==> config.mk <==
export PLATFORM = sky130hd
export DESIGN_NAME = dual_rail_precharge_pipe
export DESIGN_NICKNAME = d
export VERILOG_FILES = /design/src/rtl/dual_rail_precharge_pipe.sv
export SDC_FILE = /design/constraint.sdc
export NUM_CORES = 1
export LEC_CHECK = 0
export BUFFER_PORTS_ARGS = -buffer_cell sky130_fd_sc_hd__buf_4
export CORE_UTILIZATION = 34
export DETAILED_ROUTE_END_ITERATION = 8
export PLACE_DENSITY_LB_ADDON = 0.3
export SLEW_MARGIN = 20
export SYNTH_ARGS = -nofsm -noshare
export SYNTH_HDL_FRONTEND = slang
export SYNTH_SLANG_ARGS = --single-unit
==> constraint.sdc <==
create_clock -name CLK -period 2.94 [get_ports CLK]
set_input_delay 0.147 -clock CLK [delete_from_list [all_inputs] [get_ports CLK]]
set_output_delay 0.147 -clock CLK [all_outputs]
set_load 0.005 [all_outputs]
==> src/rtl/dual_rail_precharge_pipe.sv <==
`default_nettype none
// ============================================================================
// Module   : dual_rail_precharge_pipe
// Purpose  : WIDTH-bit dual-rail (true/false rail) sampling pipeline with a
//            precharge/evaluate output stage. The output alternates between
//            evaluate waves (sampled data) and all-zero spacer waves, each
//            lasting whole clock cycles. The phase comes either from an
//            internal two-state FSM or from an external control input.
//            The code captured into the first sampling stage is checked
//            every edge; t=f=1 on any bit sets a sticky fault flag and bumps
//            a saturating fault counter.
// Revision : 1.0 - initial release
// ----------------------------------------------------------------------------
// Parameters
//   WIDTH        number of dual-rail bits
//   DEPTH        sampling stages ahead of the output stage (>= 1)
//   EXT_PHASE    1 = phase taken from Precharge_in, 0 = internal phase FSM
//   PRE_CYCLES   precharge phase length in cycles (>= 1, internal mode)
//   EVAL_CYCLES  evaluate phase length in cycles (>= 1, internal mode)
//   CNT_W        fault counter width
// Ports
//   CLK           in   1      clock, all state on the rising edge
//   Reset         in   1      synchronous, active-low reset
//   Enable        in   1      internal FSM advance enable (internal mode only)
//   Precharge_in  in   1      external phase, 1 = precharge (external mode)
//   Data_t        in   WIDTH  true rails
//   Data_f        in   WIDTH  false rails
//   Fault_clr     in   1      clears Fault_o and Fault_cnt
//   Q_t           out  WIDTH  output true rails
//   Q_f           out  WIDTH  output false rails
//   Phase_o       out  1      1 = current Q is a precharge wave
//   Valid_o       out  1      1 = Q is evaluate and every bit complementary
//   Fault_o       out  1      sticky invalid-code flag
//   Fault_cnt     out  CNT_W  saturating count of cycles with invalid code
// ============================================================================
module dual_rail_precharge_pipe #(
   parameter int WIDTH       = 8,
   parameter int DEPTH       = 1,
   parameter int EXT_PHASE   = 0,
   parameter int PRE_CYCLES  = 1,
   parameter int EVAL_CYCLES = 1,
   parameter int CNT_W       = 8
) (
   input  logic             CLK,
   input  logic             Reset,
   input  logic             Enable,
   input  logic             Precharge_in,
   input  logic [WIDTH-1:0] Data_t,
   input  logic [WIDTH-1:0] Data_f,
   input  logic             Fault_clr,
   output logic [WIDTH-1:0] Q_t,
   output logic [WIDTH-1:0] Q_f,
   output logic             Phase_o,
   output logic             Valid_o,
   output logic             Fault_o,
   output logic [CNT_W-1:0] Fault_cnt
);

   // Phase counter must hold values up to max(PRE_CYCLES,EVAL_CYCLES)-1.
   // A one-cycle phase length still gets a 1-bit counter so the vector
   // never collapses to zero width.
   localparam int c_MAX_CYC  = (PRE_CYCLES > EVAL_CYCLES) ? PRE_CYCLES : EVAL_CYCLES;
   localparam int c_CNT_BITS = (c_MAX_CYC > 1) ? $clog2(c_MAX_CYC) : 1;

   // -------------------------------------------------------------------------
   // Sampling stages. Index 0 is the first stage fed from the inputs, index
   // DEPTH-1 feeds the output stage. Reset loads the encoded logic 0
   // (t=0, f=1) so the pipe holds a legal code straight out of reset.
   // The stages shift every cycle independent of phase and Enable.
   // -------------------------------------------------------------------------
   logic [WIDTH-1:0] r_stage_t [DEPTH];
   logic [WIDTH-1:0] r_stage_f [DEPTH];

   always_ff @(posedge CLK) begin
      if (!Reset) begin
         for (int i = 0; i < DEPTH; i++) begin
            r_stage_t[i] <= '0;
            r_stage_f[i] <= '1;
         end
      end else begin
         r_stage_t[0] <= Data_t;
         r_stage_f[0] <= Data_f;
         for (int i = 1; i < DEPTH; i++) begin
            r_stage_t[i] <= r_stage_t[i-1];
            r_stage_f[i] <= r_stage_f[i-1];
         end
      end
   end

   // -------------------------------------------------------------------------
   // Phase source. w_ph = 1 means the output stage loads a spacer at the
   // coming edge.
   // -------------------------------------------------------------------------
   logic w_ph;

   generate
      if (EXT_PHASE != 0) begin : g_ext_phase
         // External phase is used combinationally at the same edge that
         // updates the output stage.
         assign w_ph = Precharge_in;

         // Enable has no function when the phase is driven externally.
         logic w_unused_enable;
         assign w_unused_enable = Enable;
      end else begin : g_int_phase
         typedef enum logic [0:0] {
            ST_PRE  = 1'b0,
            ST_EVAL = 1'b1
         } state_t;

         localparam logic [c_CNT_BITS-1:0] c_PRE_LAST  = c_CNT_BITS'(PRE_CYCLES - 1);
         localparam logic [c_CNT_BITS-1:0] c_EVAL_LAST = c_CNT_BITS'(EVAL_CYCLES - 1);

         state_t                r_state;
         state_t                w_state_nxt;
         logic [c_CNT_BITS-1:0] r_count;
         logic [c_CNT_BITS-1:0] w_count_nxt;

         // State register; reset aborts any phase in progress and restarts
         // in precharge with a cleared count.
         always_ff @(posedge CLK) begin
            if (!Reset) begin
               r_state <= ST_PRE;
               r_count <= '0;
            end else begin
               r_state <= w_state_nxt;
               r_count <= w_count_nxt;
            end
         end

         // Next-state logic: each phase lasts its configured number of
         // enabled cycles; with Enable low both state and count hold.
         always_comb begin
            w_state_nxt = r_state;
            w_count_nxt = r_count;
            if (Enable) begin
               case (r_state)
                  ST_PRE: begin
                     if (r_count == c_PRE_LAST) begin
                        w_state_nxt = ST_EVAL;
                        w_count_nxt = '0;
                     end else begin
                        w_count_nxt = r_count + 1'b1;
                     end
                  end
                  ST_EVAL: begin
                     if (r_count == c_EVAL_LAST) begin
                        w_state_nxt = ST_PRE;
                        w_count_nxt = '0;
                     end else begin
                        w_count_nxt = r_count + 1'b1;
                     end
                  end
                  default: begin
                     w_state_nxt = ST_PRE;
                     w_count_nxt = '0;
                  end
               endcase
            end
         end

         assign w_ph = (r_state == ST_PRE);

         // The external phase pin has no function in internal mode.
         logic w_unused_precharge;
         assign w_unused_precharge = Precharge_in;
      end
   endgenerate

   // -------------------------------------------------------------------------
   // Output stage: spacer (both rails 0) in precharge, last sampling stage
   // in evaluate. Phase_o records which kind of wave Q currently holds.
   // -------------------------------------------------------------------------
   logic [WIDTH-1:0] r_q_t;
   logic [WIDTH-1:0] r_q_f;
   logic             r_phase;

   always_ff @(posedge CLK) begin
      if (!Reset) begin
         r_q_t   <= '0;
         r_q_f   <= '0;
         r_phase <= 1'b1;
      end else begin
         r_phase <= w_ph;
         if (w_ph) begin
            r_q_t <= '0;
            r_q_f <= '0;
         end else begin
            r_q_t <= r_stage_t[DEPTH-1];
            r_q_f <= r_stage_f[DEPTH-1];
         end
      end
   end

   // -------------------------------------------------------------------------
   // Code check. The code is checked as it is captured into the first
   // sampling stage, so a fault is reported at the same edge that stores it.
   // A (0,0) bit is a spacer and is not a fault.
   // Set has priority over clear: an invalid code arriving together with
   // Fault_clr leaves the flag set and the counter at exactly one.
   // -------------------------------------------------------------------------
   logic             w_invalid;
   logic             r_fault;
   logic [CNT_W-1:0] r_fault_cnt;

   assign w_invalid = |(Data_t & Data_f);

   always_ff @(posedge CLK) begin
      if (!Reset) begin
         r_fault     <= 1'b0;
         r_fault_cnt <= '0;
      end else if (w_invalid) begin
         r_fault <= 1'b1;
         if (Fault_clr) begin
            r_fault_cnt <= CNT_W'(1);
         end else if (r_fault_cnt != {CNT_W{1'b1}}) begin
            r_fault_cnt <= r_fault_cnt + 1'b1;
         end
      end else if (Fault_clr) begin
         r_fault     <= 1'b0;
         r_fault_cnt <= '0;
      end
   end

   // -------------------------------------------------------------------------
   // Outputs
   // -------------------------------------------------------------------------
   assign Q_t       = r_q_t;
   assign Q_f       = r_q_f;
   assign Phase_o   = r_phase;
   assign Fault_o   = r_fault;
   assign Fault_cnt = r_fault_cnt;

   // Valid only for an evaluate wave whose every bit is a legal 0 or 1.
   assign Valid_o   = ~r_phase & (&(r_q_t ^ r_q_f));

endmodule
`default_nettype wire

# After elaboration in Yosys (flattened, before gate mapping)
# Memories as Yosys holds them, arrays and structs flattened. A register that Yosys moved wholly into a read port is not among the register bits.
# Index checks and enable logic that the tools add are counted.
[totals] regBits=12 ram_bits=16 inputBits=21 output_inout_bits=27 wordCells=41 mem_count=2
[memory_table] memory="r_stage_f" words=1 width=8 read_ports=1 rd_ports_with_merged_regs=1 write_ports=1 line="72" source="logic [WIDTH-1:0] r_stage_f [DEPTH];"
[memory_table] memory="r_stage_t" words=1 width=8 read_ports=1 rd_ports_with_merged_regs=1 write_ports=1 line="71" source="logic [WIDTH-1:0] r_stage_t [DEPTH];"
[op_classes] n_addsub=2 n_eq_ne=1 n_mux=16 bitwise_logic=5 n_reduce_logical=10
[op_table] op="8-bit two-way mux" count=6
[op_table] op="8-bit OR reduction" count=3
[op_table] op="1-bit two-way mux" count=9
[op_table] op="8-bit by 1-bit adder with 8-bit output (second input constant)" count=1
[op_table] op="8-bit AND" count=1
[op_table] op="8-bit inequality test (second input constant)" count=1
[op_table] op="8-bit AND reduction" count=1
[op_table] op="8-bit bitwise XOR" count=1
[op_table] op="2-bit AND reduction" count=2
[op_table] op="2-bit nonzero test" count=2
[op_table] op="1-bit zero test" count=2
[op_table] op="1-bit inverter" count=2
[op_table] op="1-bit one-hot mux with 2 select lines" count=1
[op_table] op="1-bit adder (second input constant)" count=1
[op_table] op="1-bit AND" count=1

# Logic depth before layout (Yosys ltp)
[logic_depth] word_depth=4 ltp_mapped=5 depth_no_buf=5

# Worst setup path before layout
# Ideal clock, no wire load.
[synth_timing] path_type="reg2reg" start="reg r_fault_cnt[0] (netlist: Fault_cnt[0])" end="reg r_fault_cnt[2] (netlist: Fault_cnt[2])" setup_time_ns=0.059 arrival_ns=1.396 t_required_ns=2.881 setup_slack_ns=1.485 stages_incl_launch_ff=6 path_buffers=0 synth_period_minus_slack_ns=1.455 path_cell_list="dfxtp_1 -> ha_1 -> nand3_1 -> or2_2 -> a311o_1 -> nand2_1"
[synth_via] elab_chain_cells=4 word_cells_on_any_way=7 cone_classes="add/sub: 1; eq/ne: 1; mux: 3; reduce/logical: 2"
[synth_rtl] item="start: declaration" line="204" source="logic [CNT_W-1:0] r_fault_cnt;"
[synth_rtl] item="start signal: assignment" line="217" source="r_fault_cnt <= r_fault_cnt + 1'b1;"
[synth_rtl] item="8-bit by 1-bit adder with 8-bit output" line="217"
[synth_rtl] item="8-bit two-way mux" line="216" source="end else if (r_fault_cnt != {CNT_W{1'b1}}) begin"
[synth_rtl] item="8-bit two-way mux" line="214" source="if (Fault_clr) begin"
[synth_rtl] item="8-bit two-way mux" line="212" source="end else if (w_invalid) begin"
# Several ways; a longest one is shown, not always the timed one. The select of a mux whose other input is x is not followed.
# A chain may end at the register's enable or synchronous reset.

# Worst setup path after layout
[layout_timing] start="reg r_fault_cnt[0] (netlist: Fault_cnt[0])" end="reg r_fault_cnt[0] (netlist: Fault_cnt[0])"
# The elaborated chain is that of the path after synthesis.

==> results.ini <==
[routing]
wire_per_inst_um=11.80
drtPass1Iterations=4
ant_nets=0
drtIter0Drc=42
vias=1170
drt-total-wl_mm=2.845
viasPerCell=4.855
drc=0

[die]
io-pin-count=48
dieHeight_um=68.73
die_w_um=68.73
start_util_pct=36.53
dieArea_um2=4724
placementRows=23
design.core.area_um2=4144

[min_path]
hp-start=Data_f[3]
hp-class=primary input to flip-flop

[placement]
io_buffer_count=46
dp.cells=233
place.gp.congestion=0.8464
pre_cts_ws_ns=1.315
place_area_um2=1892

[setup_path]
worstPathRequired_ns=3.13
path_class=flip-flop to flip-flop
cpLargestDelayFamily=simple AND/OR/NAND/NOR gates
critical-path-max-stage-delay_ns=0.41
crit_arrival_ns=1.83
crit_path_cell_trace=ha_1, nand3_1, nor2_1, o21bai_1, a31o_2
worstPathMaxFanout=8
cp-end-kind=flip-flop
cp.buffers_inverters=0
crit_slowest_cell=dfxtp_1
start_kind=flip-flop
r2r-start=Fault_cnt[0]$_SDFFE_PN0P_
cp-startpoint=Fault_cnt[0]$_SDFFE_PN0P_

[sta]
worstMarginPinSlew_ns=0.4739
rsz0062_at_grt=false
setup_violations=0
hold_viol=0
setup_slack_ns=1.293
period_needed_ns=1.647
slew_headroom_pct=68.29
post-route-period-util_pct=56.02
fin_setup_tns_ns=0
fin_skew_ns=0.004314
whs_ns=0.04768
fmax_mhz=607.1
slew_violations=0

[power]
cellPowerDensity_nw_per_um2=539.2
comb_power_share_pct=8.5
switching_share_pct=22.29
max-vdd-ir-drop_v=0.0001948
leakage_nw=0.9069
p_seq_share_pct=58.7
switchingPower_mw=0.2376
finalPower_mw=1.066
clockPowerShare_pct=32.8
p_int_mw=0.8284

[yosys]
yosysSeqAreaShare_pct=56.86
synthSimpleGateAreaFrac_pct=25.21
synth-compound-area-share_pct=9.008
yosysUniqueCellTypes=33
synth_top_area_share_pct=56.86
synth_area_leaders=dfxtp_1, and3_1, nand2b_1
yosysTopAreaCell=dfxtp_1
yosysMostFrequentCell=dfxtp_1
synth_edf_count=0
ys.flop_type=dfxtp_1
synth_nets=165
synthesis.area_um2=1514
avgSynthCellArea_um2=10.59
postSynth.asyncResetShare_pct=0
synth_common_cells=dfxtp_1, and3_1, nand2b_1, and2_1, xor2_1
yosys_warnings=0
synthAdderAreaFrac_pct=0.8264
synth_top_family_by_area=simple AND/OR/NAND/NOR gates
synthXorXnorAreaFrac_pct=5.207
synthMuxAreaShare_pct=0.6612
ys_seq_elements=43
postSynthCellCount=143

[finish]
n_antenna_cell=0
fin_nets=212
syn_to_final_growth_pct=30.58
layout-drive-gt1-share_pct=29.84
post-route-cell-area_um2=1977
finalNonFillerCells=241
n_fill_cell=410
utilization_pct=47.71

[clock_tree]
root_buffer=clkbuf_8
path_clk_slew_ns=0.07
ctsHoldBuffers=0
post_cts_resized=0
cts_buffer_depth=2
cts_sinks=43
cts_made_buffers=5
clock_latency_ns=0.29
htree_levels=2
cts_tree=built
post_cts_buffers=0

[job]
drv_cap=0

[grt]
grt_max_degree=40
track_usage_pct=12.97
overflow=0
antenna_found_initial=0
grt_pass1_vias=999
grt_pass1_wl_mm=4.298

[outcome]
run_status=completed

-- kinds of logic after synthesis --
family                   after synthesis
flip-flops                            43
adder cells (fa/ha/maj)                1
multiplexers                           1
AO/OA/AOI/OAI                         19
AND/OR/NAND/NOR                       63
buffers and inverters                  7
XOR/XNOR                               9
-- power groups by stage --
stage | registers (mW) | logic (mW) | clock network, mW
floorplan | 0.635 | 0.0453 | 0
global placement | 0.638 | 0.0900 | 0
detailed placement | 0.639 | 0.0917 | 0
CTS | 0.626 | 0.0922 | 0.367
global route | 0.628 | 0.102 | 0.390
finish | 0.625 | 0.0906 | 0.350
-- worst register-to-register path: stages, from the launching register on --
cell and delay, ns:
dfxtp_1 0.41, ha_1 0.27, nand3_1 0.11, nor2_1 0.39, o21bai_1 0.11, a31o_2 0.25
-- cell type report --
type / count / area [um2] / area share (%)
Tap cell: 50 / 62.56 / 3.165
Sequential cell: 43 / 860.8 / 43.54
Timing Repair Buffer: 46 / 345.3 / 17.47
Multi-Input combinational cell: 93 / 619.3 / 31.33
Inverter: 1 / 3.754 / 0.1899
Clock inverter: 2 / 12.51 / 0.6329
Clock buffer: 6 / 72.57 / 3.671
-- routing by layer --
metal	vias to the layer above	share of wire, %	wire length [um]	track usage, %
met5	-	0	0	0
met4	0	2.2	64	6.888
met3	6	7.7	218	4.441
met2	43	49	1408	21.69
met1	523	41	1155	14.47
li1	598	-	-	-
-- sequential cells by signal, indices dropped and copies added, names as in the netlist --
name,cells
Fault_cnt,8
g_int_phase.r_state,1
Q_t,8
Fault_o,1
r_stage_t,8
Phase_o,1
r_stage_f,8
Q_f,8
-- worst paths after layout --
kind                                endpoint  slack (ns)  cells past startpoint
hold reg to reg            Q_f[5]$_SDFF_PN0_        0.47                      1
hold / removal    r_stage_f[0][3]$_SDFF_PN1_        0.05                      2
setup / recovery   Fault_cnt[0]$_SDFFE_PN0P_        1.29                      5
setup reg to reg   Fault_cnt[0]$_SDFFE_PN0P_        1.29                      5
-- layout by cell type, fill, tap and decap left out, types with 2 or more instances in the layout --
cell type	synthesis	final
clkbuf_8	0	5
nand3_1	6	6
nand4_1	4	4
o41ai_1	3	3
and3_1	16	16
xor2_1	8	8
or4_1	2	2
a22oi_1	4	4
nand2b_1	12	12
nor2_1	2	2
nand2_1	5	5
nor4_1	2	2
buf_4	0	46
a21oi_1	5	5
and2_1	8	8
dfxtp_1	43	43
Power figures use the tool's default switching activity.
